`src/rtl/config_chain_loader.sv`:
```
// Transmit end of the configuration shift chain: serializes host words
// LSB-first into the chain, strobes set, and returns the tail bits as readback.
module config_chain_loader #(
    parameter int WORD_W    = 32,
    parameter int CHAIN_LEN = 1024,
    parameter int CNT_W     = $clog2(CHAIN_LEN + 1)
) (
    input  logic              clk,
    input  logic              rst,
    input  logic              start,
    input  logic              abort,
    output logic              busy,
    output logic              done,
    input  logic [WORD_W-1:0] word_in,
    input  logic              word_valid,
    output logic              word_ready,
    output logic              cfg_shift,
    output logic              cfg_cen,
    output logic              cfg_set,
    input  logic              cfg_tail,
    output logic [WORD_W-1:0] rb_word,
    output logic              rb_valid
);

    localparam int WC_W = $clog2(WORD_W + 1);

    typedef enum logic [2:0] {
        S_IDLE,
        S_WAIT,
        S_SHIFT,
        S_SET,
        S_DONE
    } state_t;

    state_t            r_state;
    logic [WORD_W-1:0] r_tx;
    logic [WORD_W-1:0] r_rb;
    logic [WORD_W-1:0] r_rb_word;
    logic [WC_W-1:0]   r_wcnt;
    logic [CNT_W-1:0]  r_bits;
    logic              r_shift;
    logic              r_cen;
    logic              r_set;
    logic              r_done;
    logic              r_rb_valid;

    logic [WC_W-1:0]   w_wcnt_nx;
    logic [CNT_W-1:0]  w_bits_nx;
    logic [WORD_W-1:0] w_rb_nx;
    logic [WC_W-1:0]   w_rb_sh;
    logic [WORD_W-1:0] w_rb_just;
    logic              w_last;
    logic              w_leave;

    assign w_wcnt_nx = r_wcnt + WC_W'(1);
    assign w_bits_nx = r_bits + CNT_W'(1);
    assign w_rb_nx   = {cfg_tail, r_rb[WORD_W-1:1]};
    assign w_last    = (w_bits_nx == CNT_W'(CHAIN_LEN));
    assign w_leave   = w_last || (w_wcnt_nx == WC_W'(WORD_W));
    // A short final word sits in the top bits; slide it down to bit 0.
    assign w_rb_sh   = WC_W'(WORD_W) - w_wcnt_nx;
    assign w_rb_just = w_rb_nx >> w_rb_sh;

    assign busy       = (r_state != S_IDLE);
    assign word_ready = (r_state == S_WAIT);
    assign cfg_shift  = r_shift;
    assign cfg_cen    = r_cen;
    assign cfg_set    = r_set;
    assign done       = r_done;
    assign rb_word    = r_rb_word;
    assign rb_valid   = r_rb_valid;

    always_ff @(posedge clk or negedge rst) begin
        if (!rst) begin
            r_state    <= S_IDLE;
            r_tx       <= '0;
            r_rb       <= '0;
            r_rb_word  <= '0;
            r_wcnt     <= '0;
            r_bits     <= '0;
            r_shift    <= 1'b0;
            r_cen      <= 1'b0;
            r_set      <= 1'b0;
            r_done     <= 1'b0;
            r_rb_valid <= 1'b0;
        end else if (abort && r_state != S_IDLE) begin
            r_state    <= S_IDLE;
            r_shift    <= 1'b0;
            r_cen      <= 1'b0;
            r_set      <= 1'b0;
            r_done     <= 1'b0;
            r_rb_valid <= 1'b0;
        end else begin
            unique case (r_state)
                S_IDLE: begin
                    r_done     <= 1'b0;
                    r_rb_valid <= 1'b0;
                    if (start) begin
                        r_state <= S_WAIT;
                        r_bits  <= '0;
                        r_wcnt  <= '0;
                    end
                end
                S_WAIT: begin
                    r_rb_valid <= 1'b0;
                    if (word_valid) begin
                        r_state <= S_SHIFT;
                        r_shift <= word_in[0];
                        r_tx    <= word_in >> 1;
                        r_cen   <= 1'b1;
                        r_wcnt  <= '0;
                        r_rb    <= '0;
                    end
                end
                S_SHIFT: begin
                    r_rb   <= w_rb_nx;
                    r_wcnt <= w_wcnt_nx;
                    r_bits <= w_bits_nx;
                    if (w_leave) begin
                        r_cen      <= 1'b0;
                        r_shift    <= 1'b0;
                        r_rb_valid <= 1'b1;
                        r_rb_word  <= w_rb_just;
                        if (w_last) begin
                            r_state <= S_SET;
                            r_set   <= 1'b1;
                        end else begin
                            r_state <= S_WAIT;
                        end
                    end else begin
                        r_shift <= r_tx[0];
                        r_tx    <= r_tx >> 1;
                    end
                end
                S_SET: begin
                    r_state    <= S_DONE;
                    r_set      <= 1'b0;
                    r_done     <= 1'b1;
                    r_rb_valid <= 1'b0;
                end
                S_DONE: begin
                    r_state <= S_IDLE;
                    r_done  <= 1'b0;
                end
                default: begin
                    r_state <= S_IDLE;
                end
            endcase
        end
    end

endmodule

```
`config.mk`:
```
export PLATFORM = sky130hd
export DESIGN_NAME = config_chain_loader
export DESIGN_NICKNAME = d
export VERILOG_FILES = /design/src/rtl/config_chain_loader.sv
export SDC_FILE = /design/constraint.sdc
export NUM_CORES = 1
export LEC_CHECK = 0
export CORE_ASPECT_RATIO = 1.1
export CORE_MARGIN = 2
export CORE_UTILIZATION = 50
export DETAILED_ROUTE_END_ITERATION = 8
export HOLD_SLACK_MARGIN = 0.15
export PLACE_DENSITY = 0.7
export SLEW_MARGIN = 5
export SYNTH_ARGS = -nofsm -noshare
export SYNTH_HDL_FRONTEND = slang
export SYNTH_SLANG_ARGS = --single-unit
```
`constraint.sdc`:
```
create_clock -name clk -period 2.6 [get_ports clk]
set_input_delay 0.26 -clock clk [delete_from_list [all_inputs] [get_ports clk]]
set_output_delay 0.26 -clock clk [all_outputs]
set_load 0.01 [all_outputs]
```
# Yosys cells after proc, flatten, opt, wreduce, memory -nomap -nowiden

Cells that the tools add are included.

Reduce and logical (&&, ||, !) cells: 23
Bitwise logic cells: 1
Shift-type cells: 1
Add/sub/neg operators: 3
Mux-type cells: 33
Equality and inequality tests: 13

Operators with widths:

| operator                | number |
|---|---|
| $pmux W32 S2            | 2 |
| $mux W32                | 3 |
| $shr A32 B6 Y32         | 1 |
| $pmux W11 S2            | 1 |
| $pmux W6 S3             | 1 |
| $reduce_and A3 Y1       | 6 |
| $reduce_bool A3 Y1      | 6 |
| $mux W1                 | 12 |
| $mux W3                 | 4 |
| $mux W6                 | 2 |
| $pmux W3 S4             | 1 |
| $add A11 B1 Y11 const B | 1 |
| $eq A11 B11 Y1 const B  | 1 |
| $mux W11                | 1 |
| $pmux W1 S2             | 5 |
| $ne A3 B3 Y1 const B    | 3 |
| $reduce_and A4 Y1       | 2 |
| $add A6 B1 Y6 const B   | 1 |
| $eq A3 B2 Y1 const B    | 2 |
| $eq A6 B6 Y1 const B    | 1 |
| $ne A2 B2 Y1 const B    | 3 |
| $sub A6 B6 Y6 const A   | 1 |
| $reduce_and A2 Y1       | 2 |
| $reduce_bool A2 Y1      | 2 |
| other kinds (10)        | 10 |

Bits of input ports: 38
Flip-flop bits (word level): 121

# Longest topological paths before layout

Depth after elaboration: 6
Mapped depth: 10

# Worst setup path after synthesis

OpenSTA, ideal clock, no wires.

Kind: flip-flop to flip-flop
From: register r_bits[0]
To: register r_tx[0]
Path slack: 0.162 ns
Stages on the path, launching flop included: 9
Clock period less this slack: 2.438 ns
Arrival time: 2.313 ns
Cell sequence: dfrtp_1 ha_1 and4_1 nor4b_1 a221o_1 and3_4 o31ai_4 buf_6 mux2_4

Longest elaborated chain between the ends: 5

Ends and longest elaborated chain:

| item                        | RTL line | RTL |
|---|---|---|
| from (decl)                 | 40       | `logic [CNT_W-1:0] r_bits;` |
| from (signal assigned)      | 118      | `r_bits <= w_bits_nx;` |
| $add A11 B1 Y11             | 56       | `assign w_bits_nx = r_bits + CNT_W'(1);` |
| $eq A11 B11 Y1              | 58       | `assign w_last = (w_bits_nx == CNT_W'(CHAIN_LEN));` |
| $logic_or A1 B1 Y1          | 59       | `assign w_leave = w_last \|\| (w_wcnt_nx == WC_W'(WORD_W));` |
| $ne A2 B2 Y1 (no line)      | --       |  |
| $reduce_and A4 Y1 (no line) | --       |  |
| to (signal assigned)        | 109      | `r_tx <= word_in >> 1;` |
| to (signal assigned)        | 132      | `r_tx <= r_tx >> 1;` |
| to (decl)                   | 36       | `logic [WORD_W-1:0] r_tx;` |

Every way passes these cells.
A chain may end at the register's enable or synchronous reset.

# Worst setup path after layout

From: register r_wcnt[0]
To: register r_tx[17]

Longest elaborated chain between the ends: 5

Ends and longest elaborated chain:

| item                        | RTL line | RTL |
|---|---|---|
| from (decl)                 | 39       | `logic [WC_W-1:0] r_wcnt;` |
| from (signal assigned)      | 117      | `r_wcnt <= w_wcnt_nx;` |
| $add A6 B1 Y6               | 55       | `assign w_wcnt_nx = r_wcnt + WC_W'(1);` |
| $eq A6 B6 Y1                | 59       |  |
| $logic_or A1 B1 Y1          | 59       |  |
| $ne A2 B2 Y1 (no line)      | --       |  |
| $reduce_and A4 Y1 (no line) | --       |  |

Every way passes these cells.

==> results by group <==
STA
  – Slew HR: 0.584
  – Worst slew pin tran: 0.625 ns
  – Endpoints failing hold: 0
  – Fmax: about 400 MHz
  – Post-route setup slack: 0.0806 ns
  – Final Max Slew Viols: 0
  – Layout Skew: 0.00943 ns
  – Min Tclk post-route: ~2.5 ns
  – Final Cycle Share: 0.969
  – WHS: 0.401 ns
  – # setup viols final: 0

Detailed routing
  – WL final: 18600 um
  – # DRC: 0
  – Drt initial violations: 583
  – Vias: 5989
  – Number of detailed-route iterations in the first pass: 5
  – Via density: 6.10
  – Routed len/inst: between 15 and 20 um
  – DRT antenna net count: 0

Synth
  – Yosys top cell by area: dfrtp_1
  – Cell count after synthesis: 703
  – Top-area cell type share of the netlist area: 0.406
  – Number of synthesized flops with an enable pin: 0
  – Post-Syn Area: 7340 sq um
  – Async SR Flop Fraction: 1.00
  – Seq/Total Area, Yosys: 0.406
  – Net Count, Synth: 743
  – Main synth FF type: dfrtp_1
  – Warnings from Yosys: 0
  – Synth cell types: 65
  – Synth top area cells: dfrtp_1 (41%), mux4_2 (12%), mux2_4 (6.1%)
  – #FFs+latches synth: 119
  – Synth Area per Inst: 10.4 sq um

Layout
  – Antenna Cells: 0
  – Most frequent cells in the layout: nand2_1 (120), dfrtp_1 (117), clkdlybuf4s50_1 (75), o21ai_0 (58), nor2_1 (42)
  – Share of layout cells above drive strength 1: 0.209
  – Area grow syn2layout: 23.3%
  – Fin cells: 982
  – Cell area after layout: about 9000 sq um
  – Leading cell type in the layout, fill and taps excluded: nand2_1
  – Final nets: 817

Critical path
  – Max Fanout on Critical Path: 40
  – CP startpoint: r_wcnt[0]$_DFFE_PN0P_
  – Reg-to-Reg Start: r_wcnt[0]$_DFFE_PN0P_
  – Crit Path Class: flip-flop to flip-flop
  – Worst EP arrival: 2.83 ns
  – Setup crit end: r_tx[17]$_DFFE_PN0P_
  – Startpoint types: flip-flop
  – Reg2Reg Setup Slack: 0.08 ns
  – Crit path required time: 2.91 ns
  – Crit end category: flip-flop
  – Register-to-Register Path Depth: 9
  – Reg-to-reg critical path endpoint: r_tx[17]$_DFFE_PN0P_

Floorplanning
  – Die Area: 15700 sq um
  – IO Pins: 77
  – DIE HEIGHT: 131 um
  – Core area: roughly 14000 sq um
  – Row count: 46
  – Initial core utilization: 0.510
  – Die W: 120 um

Power and ir drop
  – PwrDens: 699 nW/um^2
  – Maximum VDD drop: around 0.00042 V
  – P_leak: between 3 and 4 nW
  – Design Power: 6.33 mW

Placed design
  – Setup WS pre-CTS: -0.0104 ns
  – Hpwl dp: 12100 um
  – Placed cell area: ~8300 sq um
  – Placed insts: 941
  – Final GP Congestion: 0.893
  – Port bufs: 76

Global routing
  – Number of global-route vias before repair: 5784
  – First-pass GRT wire length: 29900 um
  – Pin count of the biggest net entering global routing: 54
  – GRT Resource Usage Total: 0.242
  – GR Overflow Total: 0
  – Initial antenna violation count: 0

Run status
  – Status: complete, no violations

Clock tree
  – Worst-Skew Late Latency: 0.42 ns
  – Worst-path clk slew: 0.06 ns
  – TritonCTS clock tree: yes
  – Longest Clk Path Bufs: 2
  – CTS sink cnt: 119
  – CTS buffer count: 17
  – H-tree depth: 4
  – Root Buffer: clkbuf_16

Worst hold path
  – HP Class: primary input to asynchronous set/reset pin

Job
  – Max Cap Viol: 0
worst min-delay path by stage:
stage	start	to	slack (ns)	cells past startpoint
5_1_grt	rst	r_tx[20]$_DFFE_PN0P_	0.45	2
3_5_place_dp	rst	r_tx[20]$_DFFE_PN0P_	0.32	1
6_report	rst	r_tx[19]$_DFFE_PN0P_	0.40	2
3_3_place_gp	rst	r_tx[20]$_DFFE_PN0P_	0.31	1
2_1_floorplan	rst	cfg_cen$_DFFE_PN0P_	-0.04	0
4_1_cts	rst	r_tx[20]$_DFFE_PN0P_	0.42	2
timing repair:
action                                 in CTS  in global routing
gates cloned                                0                  3
setup buffers                               0                  5
pin swaps                                   0                  2
setup endpoints to repair                   3                 43
hold buffers                                1                  0
gates resized for setup                     3                  9
endpoints found under the hold margin      43                  0
final cells by class:
cell class	instances	area (sq um)
clock buffers	23	468
clock inverters	9	100
fillers	1142	5340
inverters	6	22.5
multi-input cells	515	4030
flip-flops and latches	119	2980
well taps	192	240
repair buffers	118	1210
report_power, final:
group          switching (mW)  leakage [nW]  internal (mW)
combinational           0.752          1.92          0.944
sequential              0.204          1.58           2.15
clock                   0.826         0.277           1.45
total                    1.78          3.78           4.54
worst max-delay path: stages (launching register included):
cell and delay (ns):
dfrtp_1 0.43, buf_12 0.25, nand3_1 0.14, or3_2 0.50
a21oi_2 0.19, buf_4 0.18, o31ai_4 0.07, buf_4 0.17
buf_12 0.16, mux2_4 0.31
stage by stage:
step | setup TNS, ns | util
floorplan | 0 | -
global placement | 0 | 0.580
detailed placement | -0.0104 | 0.580
CTS | 0 | 0.621
global route | -0.000379 | 0.629
finish | 0 | 0.629
state kept, by name, indices dropped and copies added (netlist names):
signal / count
rb_word: 32
r_rb: 31
r_tx: 31
r_bits: 11
r_wcnt: 6
r_state: 3
cfg_cen: 1
cfg_set: 1
cfg_shift: 1
done: 1
rb_valid: 1
cells by family (layout without fill, tap and decap cells):
family / after synthesis / in the layout / share of synthesized area
fa+ha+maj: 2 / 2 / 0.00341
flops: 119 / 119 / 0.406
simple gates: 227 / 227 / 0.141
compound gates: 184 / 184 / 0.174
buf+inv: 69 / 156 / 0.0501
mux: 96 / 96 / 0.219
xor+xnor: 6 / 6 / 0.00716
synth_stat cells (all sizes together), types with 3 or more instances:
library cell    n
nand2         120
dfrtp         119
o21ai          60
nor2           43
mux4           39
mux2           36
a22o           35
clkbuf         33
buf            29
o31ai          27
a21oi          22
mux2i          21
o41ai          14
nor3           11
nand3          10
nand2b          8
a21o            6
and2            6
and3            6
inv             6
nor2b           6
a31oi           4
or3             3
xnor2           3
xor2            3
per-layer routing:
metal	share of wire	wire [um]	vias up	track usage
li1	-	-	2760	-
met1	0.45	8290	3013	0.327
met2	0.49	9120	194	0.397
met3	0.051	958	22	0.0471
met4	0.014	256	0	0.0824
met5	0	0	-	0
(Power assumes the default switching activity.)
